<file path="src/rtl/accuracy_window_monitor.sv">
// Scores each completed DNN case against its one-hot label and keeps a sliding
// window of recent hits, saturating running totals and epoch bookkeeping.
module accuracy_window_monitor #(
  parameter int NOUT            = 16,
  parameter int NVALID          = 10,
  parameter int WINDOW          = 1000,
  parameter int CASES_PER_EPOCH = 10000,
  parameter int CNT_W           = 32,
  localparam int RW = $clog2(WINDOW + 1),
  localparam int PW = $clog2(WINDOW),
  localparam int EW = (CASES_PER_EPOCH > 1) ? $clog2(CASES_PER_EPOCH) : 1
) (
  input  logic             clk,
  input  logic             reset,
  input  logic             case_done,
  input  logic [NOUT-1:0]  a_out,
  input  logic [NOUT-1:0]  y_ideal,
  output logic             correct,
  output logic             result_valid,
  output logic [RW-1:0]    recent,
  output logic             window_full,
  output logic [CNT_W-1:0] num_cases,
  output logic [CNT_W-1:0] total_correct,
  output logic [EW-1:0]    case_in_epoch,
  output logic [15:0]      epoch,
  output logic             epoch_done
);

  logic              hit;
  logic [WINDOW-1:0] win_buf;
  logic [PW-1:0]     ptr;

  assign hit = (a_out[NVALID-1:0] == y_ideal[NVALID-1:0]);

  // Label/output bits above NVALID are padding neurons and never affect the score.
  generate
    if (NVALID < NOUT) begin : g_pad
      logic unused_pad;
      assign unused_pad = ^{a_out[NOUT-1:NVALID], y_ideal[NOUT-1:NVALID]};
    end
  endgenerate

  always_ff @(posedge clk or posedge reset) begin
    if (reset) begin
      correct       <= 1'b0;
      result_valid  <= 1'b0;
      recent        <= '0;
      window_full   <= 1'b0;
      num_cases     <= '0;
      total_correct <= '0;
      case_in_epoch <= '0;
      epoch         <= 16'd1;
      epoch_done    <= 1'b0;
      win_buf       <= '0;
      ptr           <= '0;
    end else begin
      result_valid <= 1'b0;
      epoch_done   <= 1'b0;
      if (case_done) begin
        correct      <= hit;
        result_valid <= 1'b1;
        // The displaced entry is read before it is overwritten; zeros before the first wrap.
        recent       <= recent - RW'(win_buf[ptr]) + RW'(hit);
        win_buf[ptr] <= hit;
        if (ptr == PW'(WINDOW - 1)) begin
          ptr         <= '0;
          window_full <= 1'b1;
        end else begin
          ptr <= ptr + 1'b1;
        end
        if (num_cases != {CNT_W{1'b1}})
          num_cases <= num_cases + 1'b1;
        if (hit && (total_correct != {CNT_W{1'b1}}))
          total_correct <= total_correct + 1'b1;
        if (case_in_epoch == EW'(CASES_PER_EPOCH - 1)) begin
          case_in_epoch <= '0;
          epoch         <= epoch + 16'd1;
          epoch_done    <= 1'b1;
        end else begin
          case_in_epoch <= case_in_epoch + 1'b1;
        end
      end
    end
  end

endmodule

</file>
<file path="config.mk">
export PLATFORM = sky130hd
export DESIGN_NAME = accuracy_window_monitor
export DESIGN_NICKNAME = d
export VERILOG_FILES = /design/src/rtl/accuracy_window_monitor.sv
export SDC_FILE = /design/constraint.sdc
export NUM_CORES = 2
export LEC_CHECK = 0
export BUFFER_PORTS_ARGS = -buffer_cell sky130_fd_sc_hd__buf_2
export CAP_MARGIN = 20
export CORE_ASPECT_RATIO = 1.75
export CORE_MARGIN = 2
export CORE_UTILIZATION = 55
export CTS_CLUSTER_DIAMETER = 200
export DETAILED_ROUTE_END_ITERATION = 12
export PLACE_DENSITY = 0.79
export SYNTH_ARGS = -nofsm -noshare
export SYNTH_HDL_FRONTEND = slang
export SYNTH_SLANG_ARGS = --single-unit
</file>
<file path="constraint.sdc">
create_clock -name clk -period 42.7 [get_ports clk]
set_clock_uncertainty 0.05 [all_clocks]
set_input_delay 4.27 -clock clk [delete_from_list [all_inputs] [get_ports clk]]
set_output_delay 4.27 -clock clk [all_outputs]
set_load 0.05 [all_outputs]
</file>
==> summary.txt <==
Route
  – Routed via count: 42700
  – DRT Pass-1 Iters: 8
  – DRC Markers: 0
  – Post-route ant nets: 0
  – Post-Route WL: 160 mm
  – Vias per cell: 6.76
  – WL per Instance: 25.3 um
  – Detailed Route Iter0 Violations: 5087

Critical path
  – Worst r2r path cells: 24
  – Setup Crit Path Kind: input pin to async pin
  – Setup crit end kind: async pin
  – Critical Path RT: 43350 ps
  – Worst setup SP type: input pin
  – CP arrival: 9610 ps
  – CP Max Fanout: 160

Timing
  – Setup TNS: 0 ps
  – Minimum clock period: ~9000 ps
  – Slew margin rel.: 0.231
  – RSZ-0062 raised after global routing: false
  – Worst-Margin Slew: approximately 1200 ps
  – Peak Freq: 0.112 GHz
  – Final Setup Violations: 0
  – Tcrit/Tclk final: 0.210
  – Final hold violations: 0
  – Count of pins over their slew limit: 0

Global route
  – Initial antenna violation count: 0
  – Largest net degree at the start of global routing: 161
  – Global-route wire length before repair: 242 mm
  – Vias in the first global route: 40400
  – Overflow after GRT: 0
  – Grt met3 use: 0.0517
  – Met2 usage: 0.501
  – Gr busiest metal: met2
  – Gr usage total: 0.315
  – Global Route met1 Usage: 0.392

Layout
  – Net total in the final layout: around 5000
  – Storage cell area: ~0.028 sq mm
  – Final Instance Area: 0.0583 sq mm
  – Fillers: a little under 8000
  – Area grow syn2layout: 7.98%
  – Fraction of layout instances using a drive strength above 1: 0.106
  – Footprint of the multi-input gates: 0.0235 sq mm

Die
  – Core box area: 0.0978 sq mm
  – DIE HEIGHT: 419 um
  – Die ar.: roughly 0.10 sq mm
  – Top-level I/O count: 143
  – Std cell rows: 152
  – Starting density of the core: 0.553
  – Die width: roughly 240 um

CTS
  – Setup bufs post-CTS: 0
  – Hold buffer count at cts: 0
  – Clock tree root driver cell: clkbuf_16
  – Worst skew pair latency: approximately 700 ps
  – Clock buffer count from CTS: 100
  – CTS sink count: 1118
  – Resize count post-CTS: 0
  – Worst-path clk slew: 70 ps
  – Max clock buf depth: 3
  – CTS tree: done
  – H-tree depth: 3

Synthesis
  – Synthesized instance count: 5213
  – Share of synthesized flip-flops with an asynchronous set or reset: 1.00
  – Syn_nets: ~5300
  – Netlist cell types: between 60 and 70
  – Mapped cell area: 0.0540 sq mm
  – Flops & latches, synth: 1118
  – Post-synth EDFFs: 0
  – Ys Warns: 0
  – Syn Area/Cell: 10.4 sq um
  – Register area share after synthesis: 0.518
  – Top FF cell, synth: dfrtp_1

Pwr
  – Sequential Power Share: 0.402
  – Net Sw Power: 0.913 mW
  – Int Power: 1.82 mW
  – Combinational power share: 0.246
  – Pwr Density: 46.8 mW/mm^2
  – Switching fraction of total power: 0.335
  – Clock share of power: 0.351
  – Lkg Pwr: 25.1 nW
  – Max IR drop VDD: 0.0000515 V

Run status
  – Status: finished, final reports clean

Placed design
  – Number of I/O port buffers: 130
  – Dpl hpwl: 86.2 mm
  – Gpl congestion: approximately 0.82
  – Post-DP Area: roughly 0.055 sq mm

Min path
  – Worst hold path type: register to register
  – Hold path cells: 1

Flow run
  – Max Cap Viol: 0
## state kept, by name, indices dropped and copies added (netlist names)
name	count
win_buf	1000
epoch_done	1
result_valid	1
case_in_epoch	14
total_correct	32
window_full	1
num_cases	32
correct	1
ptr	10
epoch	16
recent	10
## critical path, cell delays in order
cell and delay (ps):
buf_2 130, inv_8 540, buf_4 880, buf_4 830
buf_4 790, buf_4 900, buf_12 650
## cell usage in the layout, fill, tap and decap left out, types with 5 or more instances in the layout
cell	netlist	routed
clkbuf_1	493	17
o2111ai_1	10	10
nor3b_1	10	7
clkbuf_16	0	105
and4_1	5	5
o21ai_0	1013	1013
o22ai_1	213	213
clkinv_2	0	20
o31ai_1	948	948
nor4_1	47	47
clkinvlp_4	0	5
mux4_2	13	13
inv_1	26	25
a31oi_1	9	9
nand4_1	29	29
xnor2_1	74	74
nand2_2	0	51
buf_12	0	7
nand2_1	234	183
and3_1	22	22
nor3_1	29	28
dfrtp_1	1117	1116
and2_1	18	18
buf_2	100	130
nand3_1	36	36
mux2i_1	480	480
ha_1	18	18
xor2_1	30	30
nand4b_1	5	5
bufinv_16	0	10
mux2_2	19	19
a21oi_1	8	8
buf_4	24	112
nor2_1	92	92
clkbuf_8	0	25
## metrics by stage
step           utilization  hold slack [ps]  total power [mW]  std cells  setup WS [ps]
3_3_place_gp         0.560              399              1.76       6133          33060
6_report             0.597              413              2.73       6320          33740
3_5_place_dp         0.560              402              1.77       6133          32950
4_1_cts              0.596              417              2.72       6315          33700
5_1_grt              0.597              431              2.79       6319          33030
2_1_floorplan            -              398              1.57       5213           6900
## kinds of logic (layout without fill, tap and decap cells)
logic type / after synthesis / in the layout / share of synthesized area
AOI/OAI and AO/OA: 2225 / 2225 / 0.258
xor gates and xnor gates: 104 / 104 / 0.0169
adders and majority gates: 19 / 19 / 0.00454
buffers and inverters: 662 / 459 / 0.0519
DFF: 1118 / 1118 / 0.518
muxes: 512 / 512 / 0.0983
other: 0 / 1 / 0
and+or+nand+nor: 573 / 573 / 0.0529
## cell usage after synthesis (all sizes together), types with 2 or more instances
cell,n,area share
mux2,19,0.0040
nand3,40,0.0041
o22ai,213,0.025
nor4,48,0.0058
clkbuf,493,0.034
nor4b,2,0.00032
o31ai,948,0.13
o21ai,1014,0.094
or3,4,0.00046
inv,27,0.0019
or4,4,0.00056
nor3,30,0.0029
buf,142,0.016
and3b,3,0.00049
o21a,2,0.00028
nand4b,5,0.00081
and2,18,0.0021
o311ai,2,0.00065
o22a,4,0.00065
xnor2,74,0.012
or2,4,0.00051
a211oi,3,0.00042
nand4,30,0.0036
a41oi,2,0.00032
nand4bb,6,0.0013
nand2,234,0.016
xor2,30,0.0049
nor2,93,0.0066
nor2b,4,0.00046
a31oi,9,0.0010
a21o,2,0.00028
nand2b,2,0.00023
mux4,13,0.0054
dfrtp,1117,0.52
and3,23,0.0027
or4b,4,0.00081
a21oi,8,0.00074
nor3b,10,0.0014
ha,18,0.0042
a32o,2,0.00037
and4,7,0.0012
mux2i,480,0.089
o211ai,2,0.00028
o2111ai,10,0.0016
## layout make-up
cell class	count	share of cell area
Antenna cell	1	0.0000429
Multi-Input combinational cell	3433	0.402
Inverter	27	0.00199
Clock inverter	35	0.00751
Clock buffer	147	0.0520
Tap cell	1309	0.0281
Sequential cell	1118	0.480
Timing Repair Buffer	250	0.0284
## final timing paths
kind                       slack [ps]           end   startpoint
setup / recovery                33740  win_buf[846]        reset
min in group asynchronous        3660   win_buf[23]        reset
setup reg to reg                33880     recent[8]       ptr[0]
hold / removal                    410   window_full  window_full
max in group clk                33880     recent[8]       ptr[0]
hold reg to reg                   410   window_full  window_full
## routing by layer
metal	wire, um	share of wire
met1	59100	0.37
met2	75900	0.47
met3	13400	0.084
met4	11600	0.072
met5	0	0
## power groups by stage
stage	registers, mW	logic, mW	clock network [mW]
5_1_grt	1.10	0.688	1.01
3_3_place_gp	1.12	0.646	0
2_1_floorplan	1.15	0.427	0
3_5_place_dp	1.12	0.653	0
4_1_cts	1.10	0.654	0.966
6_report	1.10	0.672	0.959
(Power assumes the default switching activity.)
